**config.mk**
```make
export PLATFORM = sky130hd
export DESIGN_NAME = qpsk_tx_ctrl
export DESIGN_NICKNAME = d
export VERILOG_FILES = /design/src/rtl/qpsk_tx_ctrl.sv
export SDC_FILE = /design/constraint.sdc
export NUM_CORES = 1
export LEC_CHECK = 0
export CAP_MARGIN = 10
export CORE_ASPECT_RATIO = 1.1
export CORE_MARGIN = 3
export CORE_UTILIZATION = 30
export DETAILED_ROUTE_END_ITERATION = 10
export GPL_TIMING_DRIVEN = 0
export HOLD_SLACK_MARGIN = 0.05
export PLACE_DENSITY_LB_ADDON = 0.2
export SKIP_CTS_REPAIR_TIMING = 1
export SYNTH_ARGS = -nofsm -noshare
export SYNTH_HDL_FRONTEND = slang
export SYNTH_SLANG_ARGS = --single-unit
```
**constraint.sdc**
```tcl
create_clock -name clk -period 5.86 [get_ports clk]
set_clock_uncertainty 0.05 [all_clocks]
set_input_delay 0.586 -clock clk [delete_from_list [all_inputs] [get_ports clk]]
set_output_delay 0.586 -clock clk [all_outputs]
set_load 0.03 [all_outputs]
```
**src/rtl/qpsk_tx_ctrl.sv**
```systemverilog
// Frame sequencer for the QPSK modulator: preamble, payload bytes MSB-first, zero tail,
// one serial bit per BIT_DIV clocks, fed from a one-byte holding register.
module qpsk_tx_ctrl #(
   parameter int          BIT_DIV   = 4,
   parameter int          PRE_LEN   = 16,
   parameter logic [31:0] PRE_PAT   = 32'hCCCC,
   parameter int          TAIL_BITS = 2
) (
   input  logic       clk,
   input  logic       rst,
   input  logic       start,
   input  logic [7:0] len,
   input  logic [7:0] s_data,
   input  logic       s_valid,
   output logic       s_ready,
   output logic       x,
   output logic       bit_strobe,
   output logic       mod_en,
   output logic       busy,
   output logic       done,
   output logic       err
);
   localparam int DW = $clog2(BIT_DIV);
   localparam int PW = $clog2(PRE_LEN + 1);
   localparam int TW = $clog2(TAIL_BITS + 2);

   typedef enum logic [1:0] {IDLE, PRE, DATA, TAIL} state_t;

   state_t        state_q, state_d;
   logic [DW-1:0] div_q, div_d;
   logic [PW-1:0] pre_idx_q, pre_idx_d;
   logic [2:0]    bit_idx_q, bit_idx_d;
   logic [TW-1:0] tail_idx_q, tail_idx_d;
   logic [7:0]    len_q, len_d, acc_cnt_q, acc_cnt_d, byte_cnt_q, byte_cnt_d;
   logic [7:0]    hold_q, hold_d, shreg_q, shreg_d;
   logic          hold_vld_q, hold_vld_d, done_q, done_d, err_q, err_d;
   logic          div_last, xfer, boundary, hold_nxt, leave_data, underrun;
   logic [4:0]    pre_sel;

   always_comb begin
      state_d    = state_q;
      div_d      = div_q;
      pre_idx_d  = pre_idx_q;
      bit_idx_d  = bit_idx_q;
      tail_idx_d = tail_idx_q;
      len_d      = len_q;
      acc_cnt_d  = acc_cnt_q;
      byte_cnt_d = byte_cnt_q;
      hold_d     = hold_q;
      hold_vld_d = hold_vld_q;
      shreg_d    = shreg_q;
      done_d     = 1'b0;
      err_d      = 1'b0;
      x          = 1'b0;
      leave_data = 1'b0;
      underrun   = 1'b0;

      div_last = (div_q == DW'(BIT_DIV - 1));
      boundary = (state_q == DATA) && (div_q == '0) && (bit_idx_q == 3'd0);
      s_ready  = ((state_q == PRE) || (state_q == DATA)) && !hold_vld_q && (acc_cnt_q != len_q);
      xfer     = s_valid && s_ready;
      // Hold state as it will be at the upcoming byte boundary; underrun is resolved one
      // clock early so the error cycle is already the first TAIL cycle.
      hold_nxt = hold_vld_q || xfer;
      pre_sel  = 5'(PRE_LEN - 1) - 5'(pre_idx_q);

      if (xfer) begin
         hold_d     = s_data;
         hold_vld_d = 1'b1;
         acc_cnt_d  = acc_cnt_q + 8'd1;
      end
      if (boundary) begin
         shreg_d    = hold_q;
         hold_vld_d = 1'b0;
         byte_cnt_d = byte_cnt_q + 8'd1;
      end
      div_d = div_last ? '0 : div_q + DW'(1);

      case (state_q)
         IDLE: begin
            div_d = '0;
            if (start && (len != 8'd0) && !done_q) begin
               state_d    = PRE;
               len_d      = len;
               acc_cnt_d  = 8'd0;
               byte_cnt_d = 8'd0;
               pre_idx_d  = '0;
               bit_idx_d  = 3'd0;
               hold_vld_d = 1'b0;
            end
         end
         PRE: begin
            x = PRE_PAT[pre_sel];
            if (div_last) begin
               pre_idx_d = pre_idx_q + PW'(1);
               if (pre_idx_q == PW'(PRE_LEN - 1)) begin
                  if (hold_nxt) begin
                     state_d = DATA;
                     div_d   = '0;
                  end else begin
                     underrun = 1'b1;
                  end
               end
            end
         end
         DATA: begin
            x = boundary ? hold_q[7] : shreg_q[3'd7 - bit_idx_q];
            if (div_last) begin
               bit_idx_d = bit_idx_q + 3'd1;
               if (bit_idx_q == 3'd7) begin
                  if (byte_cnt_q == len_q) leave_data = 1'b1;
                  else if (!hold_nxt)      underrun   = 1'b1;
               end
            end
         end
         TAIL: begin
            if (div_last) begin
               tail_idx_d = tail_idx_q + TW'(1);
               if (tail_idx_q == TW'(TAIL_BITS - 1)) begin
                  state_d = IDLE;
                  done_d  = 1'b1;
               end
            end
         end
         default: state_d = IDLE;
      endcase

      if (leave_data || underrun) begin
         err_d      = underrun;
         div_d      = '0;
         tail_idx_d = '0;
         if (TAIL_BITS == 0) begin
            state_d = IDLE;
            done_d  = 1'b1;
         end else begin
            state_d = TAIL;
         end
      end

      busy       = (state_q != IDLE);
      mod_en     = busy;
      bit_strobe = busy && (div_q == '0);
      done       = done_q;
      err        = err_q;
   end

   always_ff @(posedge clk) begin
      if (!rst) begin
         state_q    <= IDLE;
         div_q      <= '0;
         pre_idx_q  <= '0;
         bit_idx_q  <= 3'd0;
         tail_idx_q <= '0;
         len_q      <= 8'd0;
         acc_cnt_q  <= 8'd0;
         byte_cnt_q <= 8'd0;
         hold_q     <= 8'd0;
         hold_vld_q <= 1'b0;
         shreg_q    <= 8'd0;
         done_q     <= 1'b0;
         err_q      <= 1'b0;
      end else begin
         state_q    <= state_d;
         div_q      <= div_d;
         pre_idx_q  <= pre_idx_d;
         bit_idx_q  <= bit_idx_d;
         tail_idx_q <= tail_idx_d;
         len_q      <= len_d;
         acc_cnt_q  <= acc_cnt_d;
         byte_cnt_q <= byte_cnt_d;
         hold_q     <= hold_d;
         hold_vld_q <= hold_vld_d;
         shreg_q    <= shreg_d;
         done_q     <= done_d;
         err_q      <= err_d;
      end
   end
endmodule
```
# Word level (Yosys, flattened, before mapping)
# Memory sizes are Yosys's and may differ from the RTL's.
# Cells that the tools add are included.
# Widths: inputs -> output; s select.
[totals]
reg_bits = 57
romBits = 32
inputBits = 20
output_inout_bits = 7
word_cells = 118
memories = 1
[mem_list]
columns = ["name", "words", "word_bits", "rd", "rd_clocked_by_memory_dff", "wr", "line", "rtl"]
rows = [
  ["(no name shown)", 32, 1, 1, 0, 0, "93", "x = PRE_PAT[pre_sel];"],
]
[classes]
n_addsub = 8
n_lt_le_gt_ge = 2
eq_ne = 18
mux = 46
n_bitwise = 1
n_reduce_logical = 29
[op_table]
columns = ["operator", "count"]
rows = [
  ["$mux 8", 6],
  ["$mux 2", 11],
  ["$mux 1", 18],
  ["$add 8x1->8 const B", 2],
  ["$mux 5", 2],
  ["$pmux 5 s2", 1],
  ["$ne 3x3->1 const B", 3],
  ["$reduce_and 3->1", 3],
  ["$eq 8x8->1", 1],
  ["$logic_and 1x1->1", 8],
  ["$ne 8x8->1", 1],
  ["$reduce_bool 8->1", 1],
  ["$reduce_and 7->1", 1],
  ["$eq 2x2->1 const B", 3],
  ["$lt 5x6->1 const B", 1],
  ["$mux 3", 2],
  ["$ne 2x2->1 const B", 3],
  ["$ne 3x2->1 const B", 2],
  ["$pmux 2 s3", 1],
  ["$pmux 3 s2", 1],
  ["$reduce_and 2->1", 3],
  ["$reduce_bool 2->1", 3],
  ["$add 5x1->5 const B", 1],
  ["$eq 5x4->1 const B", 1],
  ["18 further kinds", 25],
]

# Depth between registers and ports, before layout
[depth]
ltp_word = 14
mapped_depth = 9
mapped_depth_nobuf = 8

# Worst setup path before layout
# No wires, ideal clock.
[synth_path]
path_kind = "register to output"
start = "register bit_idx_q[0]"
end = "output x"
t_arrival_ns = 1.665
required_time_ns = 5.224
slack_ns = 3.559
path_stages_with_launch = 8
path_buffers = 1
path_cell_list = "dfxtp_1 -> inv_1 -> ha_1 -> and4b_1 -> clkbuf_1 -> o21ai_0 -> a22oi_1 -> nor2_1"
[synth_between]
elab_chain_len = 5
word_cells_on_any_way = 7
classes_between = "add/sub: 1; mux: 4; reduce/logical: 2"
[synth_lines]
columns = ["item", "line", "rtl"]
rows = [
  ["from (decl)", "32", "logic [2:0] bit_idx_q, bit_idx_d;"],
  ["from (signal assigned)", "166", "bit_idx_q <= bit_idx_d;"],
  ["$sub 3x3->3", "107", "x = boundary ? hold_q[7] : shreg_q[3'd7 - bit_idx_q];"],
  ["$bmux 1 s3", "107", ""],
  ["$mux 1 (not written as such)", "107", ""],
  ["$mux 1 (*)", "107", ""],
  ["$pmux 1 s2 (*)", "79", "case (state_q)"],
  ["to (decl)", "16", "output logic x,"],
]
# Mark *: on every way between the ends. The rest lies on a longest branch, timed or not. The select of a mux whose other input is x is not followed.

# Final worst setup path
# Ends and elaborated chain as after synthesis.

==> results.yml <==
timing:
  worst_slack_ns: 2.57
  fin_tns_setup_ns: 0
  rsz0062_at_grt: "no"
  hold_violations: 0
  maxSlewViolCount: 0
  max_slew.worst_pin.slew_ns: 0.572
  final-setup-viol-count: 0
  maxSlewHeadroom_pct: 61.9
  fmax_mhz: 304
  fin_crit_sh_pct: 56.1
  min_period_ns: 3.29
synthesis:
  yosysMostFrequentCell: "dfxtp_1"
  yosys.area_share.adder_pct: 5.93
  muxShareOfSynthArea_pct: 8.98
  syn_area_um2: 2750
  ys.flop_type: "dfxtp_1"
  yosys_register_bits: 57
  synth_enable_flop_cells: 0
  syn-num-nets: 339
  syn_area_per_cell_um2: 8.97
  synth_area_leaders: "dfxtp_1 42%, xor2_1 9.3%, mux2i_1 6.9%"
  yosysTopAreaCellShare_pct: 41.6
  syn_inst: 306
  ys_types: 39
  ys_warn_count: 0
  synth_xor_area_share_pct: 10.8
  ys_seq_area_share_pct: 41.6
  synthSimpleGateAreaFrac_pct: 20.6
  synth_compound_area_share_pct: 8.25
  synthArstFlopShare_pct: 0
  ys_top_cells_by_count: "57 x dfxtp_1, 46 x nor2_1, 33 x nand2_1, 29 x xor2_1, 19 x mux2i_1"
  synth_top_family_by_area: "simple AND/OR/NAND/NOR gates"
  synth_largest_area_cell: "dfxtp_1"
setup_path:
  cpMaxStageDelayCell: "clkdlybuf4s50_1"
  path_cells: "inv_1, ha_1, and4b_1, clkbuf_1, o21ai_0, a22oi_1, nor2_1, clkdlybuf4s50_1"
  arrival_ns: 2.65
  critPathMaxFanout: 6
  critPathLaunchType: "flip-flop"
  endpoint_kind: "output pin"
  crit_type: "flip-flop to output pin"
  critPathRequiredTime_ns: 5.22
  max_stage_delay_ns: 0.69
detailed_routing:
  wl_per_cell_um: 13.4
  drt_wl_total_um: 6120
  ant_nets: 0
  drt_iter0_drc: 60
  num_vias: 2176
  drtPass1Iterations: 6
  drcViolationCount: 0
  viasPerCell: 4.75
cells_and_area:
  multi_input_area_um2: 1500
  drive_gt1_share_pct: 7.78
  fill_cells: 909
  seq_area_um2: 1140
  antenna_cells: 0
  num-nets-final: 375
  area_delta_synth_final_pct: 21.3
  finalNonFillerCells: 458
min_path:
  hold_path.class: "flip-flop to flip-flop"
floorplan:
  ios: 27
  start_util_pct: 31.8
  dieArea_um2: 10300
  core.rowCount: 35
  die_h_um: 106
  die_w_um: 97.2
  coreArea_um2: 8630
status:
  status: "completed"
power_and_ir_drop:
  leakage_nw: 1.32
  p_per_area_nw_per_um2: 308
  power.total_mw: 1.02
  irDropWorstVdd_v: 0.000104
placement:
  gp_congestion: 0.786
  dp_hpwl_um: 4560
  io_buffers: 25
  place_ws_ns: 2.91
  dp_cells: 442
cts:
  cts_max_level: 3
  cts-root-buf: "clkbuf_8"
  clockBufferDepth: 2
  insertion_delay_ns: 0.34
  numCtsBuffers: 9
  cts_sinks: 57
  path_clk_slew_ns: 0.07
  cts_tree: "built"
global_routing:
  overflow: 0
  grt_pass1_wl_um: 10600
  track_usage_pct: 12.9
  antenna_found_initial: 0
  grt_pass1_vias: 2200
  grt_max_degree: 12
run:
  max_cap_viol_count: 0
[power by group]
| group | total (mW) | switching (mW) | internal [mW] | leakage (nW) |
|---|---|---|---|---|
| sequential | 0.428 | 0.0209 | 0.408 | 0.461 |
| combinational | 0.234 | 0.134 | 0.0998 | 0.769 |
| clock | 0.362 | 0.167 | 0.195 | 0.0912 |
| total | 1.02 | 0.323 | 0.702 | 1.32 |
[flip-flops by register name (all words and copies together) (netlist names)]
signal      cells
acc_cnt_q       8
pre_idx_q       5
hold_q          8
err             1
div_q           2
shreg_q         8
state_q         2
len_q           8
hold_vld_q      1
tail_idx_q      2
bit_idx_q       3
done            1
byte_cnt_q      8
[area by class of cell]
type | instances | share of cell area, %
Clock buffer | 9 | 3.72
Buffer | 13 | 1.84
Clock inverter | 7 | 2.14
Inverter | 12 | 1.35
Multi-Input combinational cell | 224 | 45.0
Sequential cell | 57 | 34.3
Timing Repair Buffer | 25 | 7.52
Tap cell | 111 | 4.17
[cells by family (layout without fill, tap and decap cells)]
family	count (synthesis)	count (layout)
compound gates	37	37
xor+xnor	34	34
fa+ha+maj	13	13
buf+inv	25	66
flops	57	57
mux	22	22
simple gates	118	118
[per-stage QoR]
step | util [%] | hold slack, ns | cell area [um2]
3_5_place_dp | 36.3 | 0.397 | 3130
5_1_grt | 38.6 | 0.427 | 3330
3_3_place_gp | 36.3 | 0.394 | 3130
2_1_floorplan | - | 0.381 | 2750
6_report | 38.6 | 0.404 | 3330
4_1_cts | 38.6 | 0.407 | 3330
[cell usage in the layout (no fill, tap or decap), types with 2 or more instances in the layout]
master | synthesis | final
and4b_1 | 2 | 2
nand2_1 | 33 | 33
a21oi_1 | 17 | 17
o21ai_0 | 4 | 4
nand4_1 | 9 | 9
nor2b_1 | 4 | 4
buf_4 | 3 | 3
and4_1 | 2 | 2
nand3_1 | 3 | 3
dfxtp_1 | 57 | 57
a31oi_1 | 6 | 6
ha_1 | 13 | 13
nor2_1 | 46 | 46
clkbuf_8 | 0 | 9
inv_1 | 12 | 12
xnor2_1 | 5 | 5
mux2i_1 | 19 | 19
clkinv_2 | 0 | 2
nor4_2 | 2 | 2
clkbuf_1 | 9 | 9
nor3_1 | 2 | 2
xor2_1 | 29 | 29
clkinvlp_4 | 0 | 3
nor4_1 | 5 | 5
mux4_2 | 2 | 2
clkdlybuf4s50_1 | 0 | 25
nand4b_1 | 2 | 2
and3_1 | 5 | 5
[layer usage]
| layer | wire [um] | GRT usage (%) | up-vias |
|---|---|---|---|
| li1 | - | - | 1121 |
| met1 | 2900 | 15.6 | 1010 |
| met2 | 2900 | 21.2 | 36 |
| met3 | 222 | 4.33 | 9 |
| met4 | 106 | 4.81 | 0 |
| met5 | 0 | 0 | - |
[final timing paths]
path | startpoint | end | slack (ns) | cells after the start
worst max-delay path | bit_idx_q[0] | x | 2.57 | 8
worst min-delay path | hold_q[4] | shreg_q[4] | 0.40 | 2
worst max register to register | state_q[0] | tail_idx_q[0] | 3.49 | 8
worst min register to register | hold_q[4] | shreg_q[4] | 0.40 | 2
[critical path, delay by kind of cell, from the launching register on]
kind,cells,cell delay (ns)
adders and majority gates,1,0.22
buffers and inverters,3,0.95
DFF,1,0.43
and+or+nand+nor,2,0.32
AOI/OAI and AO/OA,2,0.39
No activity file was read; power rests on OpenSTA's default activity.
